## src/rtl/bnn_sample_sequencer.sv

```systemverilog
// -----------------------------------------------------------------------------
// bnn_sample_sequencer
//
// Front-end for a sequential BNN classifier. It accepts one packed feature
// vector per valid/ready transfer and holds it on the classifier's features
// input. It then releases the classifier from reset for a fixed settle window,
// captures the prediction, and returns the class index on a valid/ready
// result port.
//
// Ports
//   clk             single clock, all logic on the rising edge
//   rst_n           asynchronous active-low reset
//   s_valid/s_ready sample handshake (s_ready only in IDLE)
//   s_features      packed sample, FEAT_CNT fields of FEAT_BITS bits
//   bnn_features    registered sample driven to the classifier
//   bnn_rst         registered active-high classifier reset
//   bnn_prediction  classifier prediction input
//   m_valid/m_ready result handshake
//   m_class         captured class, clamped to CLASS_CNT-1
//   m_oor           the captured prediction was out of range
//   err_sticky      an out-of-range capture has happened since reset
//   done_count      number of consumed results, wraps at 16 bits
// -----------------------------------------------------------------------------
module bnn_sample_sequencer #(
  parameter int FEAT_CNT      = 19,
  parameter int FEAT_BITS     = 4,
  parameter int HIDDEN_CNT    = 40,
  parameter int CLASS_CNT     = 3,
  parameter int CW            = $clog2(CLASS_CNT),
  parameter int SETTLE_CYCLES = HIDDEN_CNT + CLASS_CNT + 1
) (
  input  logic                          clk,
  input  logic                          rst_n,
  input  logic                          s_valid,
  output logic                          s_ready,
  input  logic [FEAT_BITS*FEAT_CNT-1:0] s_features,
  output logic [FEAT_BITS*FEAT_CNT-1:0] bnn_features,
  output logic                          bnn_rst,
  input  logic [CW-1:0]                 bnn_prediction,
  output logic                          m_valid,
  input  logic                          m_ready,
  output logic [CW-1:0]                 m_class,
  output logic                          m_oor,
  output logic                          err_sticky,
  output logic [15:0]                   done_count
);

  localparam int FW    = FEAT_BITS * FEAT_CNT;
  localparam int CNT_W = $clog2(SETTLE_CYCLES + 1);

  // Counter value on the capture edge.
  localparam logic [CNT_W-1:0] CNT_CAPTURE  = CNT_W'(SETTLE_CYCLES);
  // Counter value on the edge that re-asserts bnn_rst. The classifier then
  // sees bnn_rst low on exactly SETTLE_CYCLES rising edges, and its
  // prediction is sampled one edge later.
  localparam logic [CNT_W-1:0] CNT_RST_RISE = CNT_W'(SETTLE_CYCLES - 1);
  localparam logic [CW-1:0]    CLASS_MAX    = CW'(CLASS_CNT - 1);

  typedef enum logic [1:0] {
    IDLE = 2'd0,
    LOAD = 2'd1,
    RUN  = 2'd2,
    DONE = 2'd3
  } state_t;

  state_t           state;
  state_t           next_state;
  logic [CNT_W-1:0] count;
  logic             accept;
  logic             capture;
  logic             handshake;
  logic             pred_oor;
  logic [CW-1:0]    pred_class;

  // True when a raw prediction does not name a valid class.
  function automatic logic is_oor(input logic [CW-1:0] p);
    return (p > CLASS_MAX);
  endfunction

  // Saturate a raw prediction to the highest valid class index.
  function automatic logic [CW-1:0] clamp_class(input logic [CW-1:0] p);
    if (p > CLASS_MAX) begin
      return CLASS_MAX;
    end else begin
      return p;
    end
  endfunction

  assign pred_oor   = is_oor(bnn_prediction);
  assign pred_class = clamp_class(bnn_prediction);

  // Next-state logic and the per-cycle transfer/capture strobes.
  always_comb begin
    next_state = state;
    accept     = 1'b0;
    capture    = 1'b0;
    handshake  = 1'b0;
    case (state)
      IDLE: begin
        // s_ready is registered and is still low on the first cycle after
        // reset release, so acceptance must qualify on it explicitly.
        if (s_valid && s_ready) begin
          accept     = 1'b1;
          next_state = LOAD;
        end else begin
          next_state = IDLE;
        end
      end
      LOAD: begin
        next_state = RUN;
      end
      RUN: begin
        if (count == CNT_CAPTURE) begin
          capture    = 1'b1;
          next_state = DONE;
        end else begin
          next_state = RUN;
        end
      end
      DONE: begin
        if (m_valid && m_ready) begin
          handshake  = 1'b1;
          next_state = IDLE;
        end else begin
          next_state = DONE;
        end
      end
      default: begin
        next_state = IDLE;
      end
    endcase
  end

  // State register.
  always_ff @(posedge clk or negedge rst_n) begin
    if (!rst_n) begin
      state <= IDLE;
    end else begin
      state <= next_state;
    end
  end

  // Settle counter: cleared in LOAD, counts every RUN cycle.
  always_ff @(posedge clk or negedge rst_n) begin
    if (!rst_n) begin
      count <= {CNT_W{1'b0}};
    end else begin
      case (state)
        RUN: begin
          if (capture) begin
            count <= {CNT_W{1'b0}};
          end else begin
            count <= count + CNT_W'(1);
          end
        end
        default: begin
          count <= {CNT_W{1'b0}};
        end
      endcase
    end
  end

  // Registered s_ready: high exactly while the FSM sits in IDLE.
  always_ff @(posedge clk or negedge rst_n) begin
    if (!rst_n) begin
      s_ready <= 1'b0;
    end else begin
      s_ready <= (next_state == IDLE);
    end
  end

  // Classifier reset: low from LOAD's edge until the settle window is used up.
  always_ff @(posedge clk or negedge rst_n) begin
    if (!rst_n) begin
      bnn_rst <= 1'b1;
    end else begin
      case (state)
        LOAD: begin
          bnn_rst <= 1'b0;
        end
        RUN: begin
          bnn_rst <= (count >= CNT_RST_RISE);
        end
        default: begin
          bnn_rst <= 1'b1;
        end
      endcase
    end
  end

  // Feature hold register, written only on sample acceptance.
  always_ff @(posedge clk or negedge rst_n) begin
    if (!rst_n) begin
      bnn_features <= {FW{1'b0}};
    end else begin
      if (accept) begin
        bnn_features <= s_features;
      end else begin
        bnn_features <= bnn_features;
      end
    end
  end

  // Result port: class and range flag captured once, held through DONE.
  always_ff @(posedge clk or negedge rst_n) begin
    if (!rst_n) begin
      m_valid <= 1'b0;
      m_class <= {CW{1'b0}};
      m_oor   <= 1'b0;
    end else begin
      if (capture) begin
        m_valid <= 1'b1;
        m_class <= pred_class;
        m_oor   <= pred_oor;
      end else if (handshake) begin
        m_valid <= 1'b0;
      end else begin
        m_valid <= m_valid;
      end
    end
  end

  // Sticky error flag: only rst_n clears it.
  always_ff @(posedge clk or negedge rst_n) begin
    if (!rst_n) begin
      err_sticky <= 1'b0;
    end else begin
      if (capture && pred_oor) begin
        err_sticky <= 1'b1;
      end else begin
        err_sticky <= err_sticky;
      end
    end
  end

  // Consumed-result counter; natural 16-bit wrap.
  always_ff @(posedge clk or negedge rst_n) begin
    if (!rst_n) begin
      done_count <= 16'd0;
    end else begin
      if (handshake) begin
        done_count <= done_count + 16'd1;
      end else begin
        done_count <= done_count;
      end
    end
  end

endmodule

```

## config.mk

```make
export PLATFORM = sky130hd
export DESIGN_NAME = bnn_sample_sequencer
export DESIGN_NICKNAME = d
export VERILOG_FILES = /design/src/rtl/bnn_sample_sequencer.sv
export SDC_FILE = /design/constraint.sdc
export NUM_CORES = 1
export LEC_CHECK = 0
export ABC_AREA = 1
export CAP_MARGIN = 10
export CORE_MARGIN = 8
export CORE_UTILIZATION = 40
export DETAILED_ROUTE_END_ITERATION = 8
export HOLD_SLACK_MARGIN = 0.05
export MAX_ROUTING_LAYER = met4
export PLACE_DENSITY = 0.76
export RECOVER_POWER = 50
export SYNTH_ARGS = -nofsm -noshare
export SYNTH_HDL_FRONTEND = slang
export SYNTH_SLANG_ARGS = --single-unit
```

## constraint.sdc

```tcl
create_clock -name clk -period 2.2 [get_ports clk]
set_clock_uncertainty 0.2 [all_clocks]
set_input_delay 0.66 -clock clk [delete_from_list [all_inputs] [get_ports clk]]
set_output_delay 0.66 -clock clk [all_outputs]
set_load 0.01 [all_outputs]
```

Word-level counts from Yosys, hierarchy flattened
Index checks and enable logic that the tools add are counted.
{"block": "word_totals", "regBits": 107, "latchBits": 0, "ramBits": 0, "romBits": 0, "in_bits": 82, "output_inout_bits": 99, "mem_count": 0}
{"block": "op_classes", "addsub": 2, "mul": 0, "n_div": 0, "n_lt_le_gt_ge": 2, "n_eq_ne": 4, "n_shift": 0, "muxes": 16, "bitwise": 0, "n_reduce_logical": 6}
{"operator": "$add 16x1->16 const B", "n": 1}
{"operator": "$mux 6", "n": 2}
{"operator": "$mux 1", "n": 10}
{"operator": "$pmux 2 s4", "n": 1}
{"operator": "$add 6x1->6 const B", "n": 1}
{"operator": "$eq 6x6->1 const B", "n": 1}
{"operator": "$ge 6x6->1 const B", "n": 1}
{"operator": "$eq 2x2->1 const B", "n": 2}
{"operator": "$logic_not 2->1", "n": 2}
{"operator": "$mux 2", "n": 2}
{"operator": "$logic_and 1x1->1", "n": 3}
{"operator": "$eq 2x1->1 const B", "n": 1}
{"operator": "$gt 2x2->1 const B", "n": 1}
{"operator": "$pmux 1 s2", "n": 1}
{"operator": "$reduce_bool 2->1", "n": 1}

Longest topological paths before layout
{"block": "logic_depth", "depth_word": 5, "ltp_mapped": 9, "depth_no_buf": 9}

Worst setup path before layout
Ideal clock, no wire load.
{"block": "synth_timing", "kind": "input -> register", "startpoint": "input m_ready", "endpoint": "register done_count[10]", "arrival_time_ps": 1413, "required_ps": 1878, "slack_ps": 465, "path_stages": 6, "cell_sequence": "nand2_1 > nor2_4 > nand2_2 > nor2_4 > nand2_1 > xor2_1"}
{"block": "synth_between", "elab_chain_len": 3}
{"element": "from (decl)", "line_no": "41", "source": "input logic m_ready,"}
{"element": "$logic_and 1x1->1", "line_no": "121", "source": "if (m_valid && m_ready) begin"}
{"element": "$mux 1", "line_no": "121"}
{"element": "$mux 1", "line_no": "98", "source": "case (state)"}
{"element": "to (signal assigned)", "line_no": "242", "source": "done_count <= done_count + 16'd1;"}
{"element": "to (signal assigned)", "line_no": "244", "source": "done_count <= done_count;"}
{"element": "to (decl)", "line_no": "45", "source": "output logic [15:0] done_count"}
Every way passes these cells.
A chain may end at the register's enable or synchronous reset.

Final worst setup path
{"block": "layout_timing", "startpoint": "register done_count[13]", "endpoint": "output done_count[13]"}
No word-level cell between the ends.

==> results.toml <==
[run_status]
status = "completed"

[setup_path]
worst-path-buf-inv = 1
required_ns = 1.34
critPathMaxStageDelay_ns = 0.55
cp-end-kind = "output port"
critPathLaunchType = "flop"
crit_arrival_ns = 1.30
path_delay_family = "buffers and inverters"
cp_slowest_cell = "clkdlybuf4s50_1"
crit_type = "flop to output port"
crit_chain = "clkdlybuf4s50_1"
worst-path-max-fanout = 3

[layout]
final_common_cell = "clkdlybuf4s50_1"
finalNetCount = 618
area_growth_pct = 53.0
diodes = 0
fin_util_pct = 62.4
drive_gt1_share_pct = 20.1
mostFrequentLayoutCells = "clkdlybuf4s50_1, dfrtp_1, mux2_2"

[sta]
hold_ws_ns = 0.276
layout_worst_path_cycle_share_pct = 98.1
finalMaxSlewViolations = 0
finalHoldViolations = 0
setup_viol = 0
tightest_slew_ns = 1.39
period_needed_ns = 2.16
fin_ws_ns = 0.0419
fmaxAchievable_mhz = 463
relSlewSlack_pct = 7.24

[floorplan]
row_count = 38
start_util_pct = 40.8
die_h_um = 121
die_width_um = 121
ios = 181
design.core.area_sq_um = 10800
die_area_sq_um = 14600

[power_and_ir_drop]
seq_power_share_pct = 42.5
p_per_area_nw_per_um2 = 1090
netSwitchingPower_mw = 2.22
ir_worst_vdd_mv = 0.612
cellLeakagePower_nw = 3.64
clkPwrFrac_pct = 16.9
p_int_mw = 5.10
switching_share_pct = 30.3
power_frac_comb_pct = 40.6

[worst_hold_path]
hold_path.class = "flop to flop"

[global_routing]
grt_pass1_vias = 3563
grt_pass1_wl_mm = 18.1
grt_antenna_before_repair = 0
grt_max_degree = 58
grtUsageTotal_pct = 16.2
grt.overflow.total = 0

[clock_tree]
cts_made_buffers = 9
cts_root_buf = "clkbuf_8"
clkLatencyLatePin_ns = 0.36
clock_sinks = 107
h-tree-depth = 3
cts_tree = "yes"
clk_pin_slew_worst_paths_ns = 0.10
clockBufferDepth = 2

[place]
pre_cts_ws_ns = -0.0589
place.gp.congestion = 0.850
dp_hpwl_mm = 8.70
portBuffers = 180

[yosys]
yosysUniqueCellTypes = 23
ys_seq_elements = 107
synth_top_area_cell = "dfrtp_1"
netlist_instances = 326
syn-cell-area_sq_um = 4400
yosys_warnings = 0
synthesis.nets = 411
synth.top_cell.area_share_pct = 60.3
seq_area_frac_synth_pct = 60.9
avgSynthCellArea_sq_um = 13.5
yosys-top-cells-area = "dfrtp_1, mux2_2, mux2_4"

[drt]
drt_pre_antenna_iters = 5
ant_nets = 0
vias = 3188
drt_iter0_drc = 202
vias_per_cell = 4.70
routed_wl_mm = 11.4
wl_per_cell_um = 16.9
drc = 0

[flow_run]
cap_violations = 0
-- metrics by stage --
step	total power [mW]	setup TNS [ns]	instance area (sq um)	cells
after floorplan	4.47	0	4400	326
after global placement	6.28	-0.0570	6450	649
after detailed placement	6.38	-0.754	6450	649
after CTS	7.67	0	6740	676
after global routing	7.76	-0.0242	6730	678
final	7.32	0	6730	678
-- final timing paths --
path	slack [ns]	cells after the start	end	start
setup / recovery	0.04	1	done_count[13]	done_count[13]$_DFFE_PN0P_
hold / removal	0.28	2	err_sticky$_DFFE_PN0P_	err_sticky$_DFFE_PN0P_
setup reg to reg	0.38	10	done_count[14]$_DFFE_PN0P_	done_count[1]$_DFFE_PN0P_
hold reg to reg	0.28	2	err_sticky$_DFFE_PN0P_	err_sticky$_DFFE_PN0P_
max in group asynchronous	0.41	2	bnn_features[28]$_DFFE_PN0P_	rst_n
min in group asynchronous	0.47	2	m_class[0]$_DFFE_PN0P_	rst_n
-- area by class of cell --
type                       count  area, sq um
clock buffer                  10          138
clock inverter                 6         72.6
fill                         887         4060
inverter                      24         90.1
multi-input combinational    187         1500
sequential                   107         2680
tap                          140          175
timing repair buffer         204         2070
-- routing by layer --
layer / global-route usage, % / share of wire, % / up-vias
li1: - / - / 1487
met1: 18.2 / 41 / 1582
met2: 27.2 / 52 / 113
met3: 5.44 / 6.9 / 6
met4: 3.75 / 0.66 / 0
met5: - / 0 / -
-- synthesized netlist by cell type --
master / count
nand2_2: 3
inv_1: 24
o21ai_0: 5
dfrtp_1: 106
nor2_1: 15
mux2_4: 29
mux2_2: 48
xor2_1: 10
dfstp_2: 1
nor3_1: 2
nand3_2: 2
nor3b_1: 2
buf_2: 4
xnor2_1: 2
nand3_1: 12
nand4_1: 3
nand3b_1: 1
nor2_2: 3
nand2_1: 44
nor2_4: 2
nor3_2: 1
buf_6: 4
ha_1: 3
-- power by group through the flow --
stage,logic (mW),clock network (mW),registers [mW]
floorplan,1.01,0,3.46
global placement,3.14,0,3.14
finish,2.97,1.24,3.11
detailed placement,3.20,0,3.18
global route,3.18,1.37,3.22
CTS,3.24,1.29,3.14
-- timing repair --
action / 4_1_cts / 5_1_grt
gates resized for setup: 4 / 43
endpoints found under the setup margin: 14 / 44
hold buffers: 0 / 0
pin swaps: 0 / 0
buffers inserted: 11 / 2
-- cell families (layout without fill, tap and decap cells) --
kind of cell             Yosys count  count (layout)  synth area share (%)
adder cells (fa/ha/maj)            3               3                 0.853
multiplexers                      77              77                  22.2
buffers and inverters             32             244                  3.53
XOR/XNOR                          12              12                  2.39
AO/OA/AOI/OAI                      5               5                 0.569
AND/OR/NAND/NOR                   90              90                  9.61
flip-flops                       107             107                  60.9
-- registers in the layout, summed over array words and instances (netlist names) --
| signal | flops |
|---|---|
| bnn_features | 76 |
| m_valid | 1 |
| m_class | 2 |
| bnn_rst | 1 |
| done_count | 16 |
| state | 2 |
| count | 6 |
| m_oor | 1 |
| s_ready | 1 |
| err_sticky | 1 |
(Power assumes the default switching activity.)
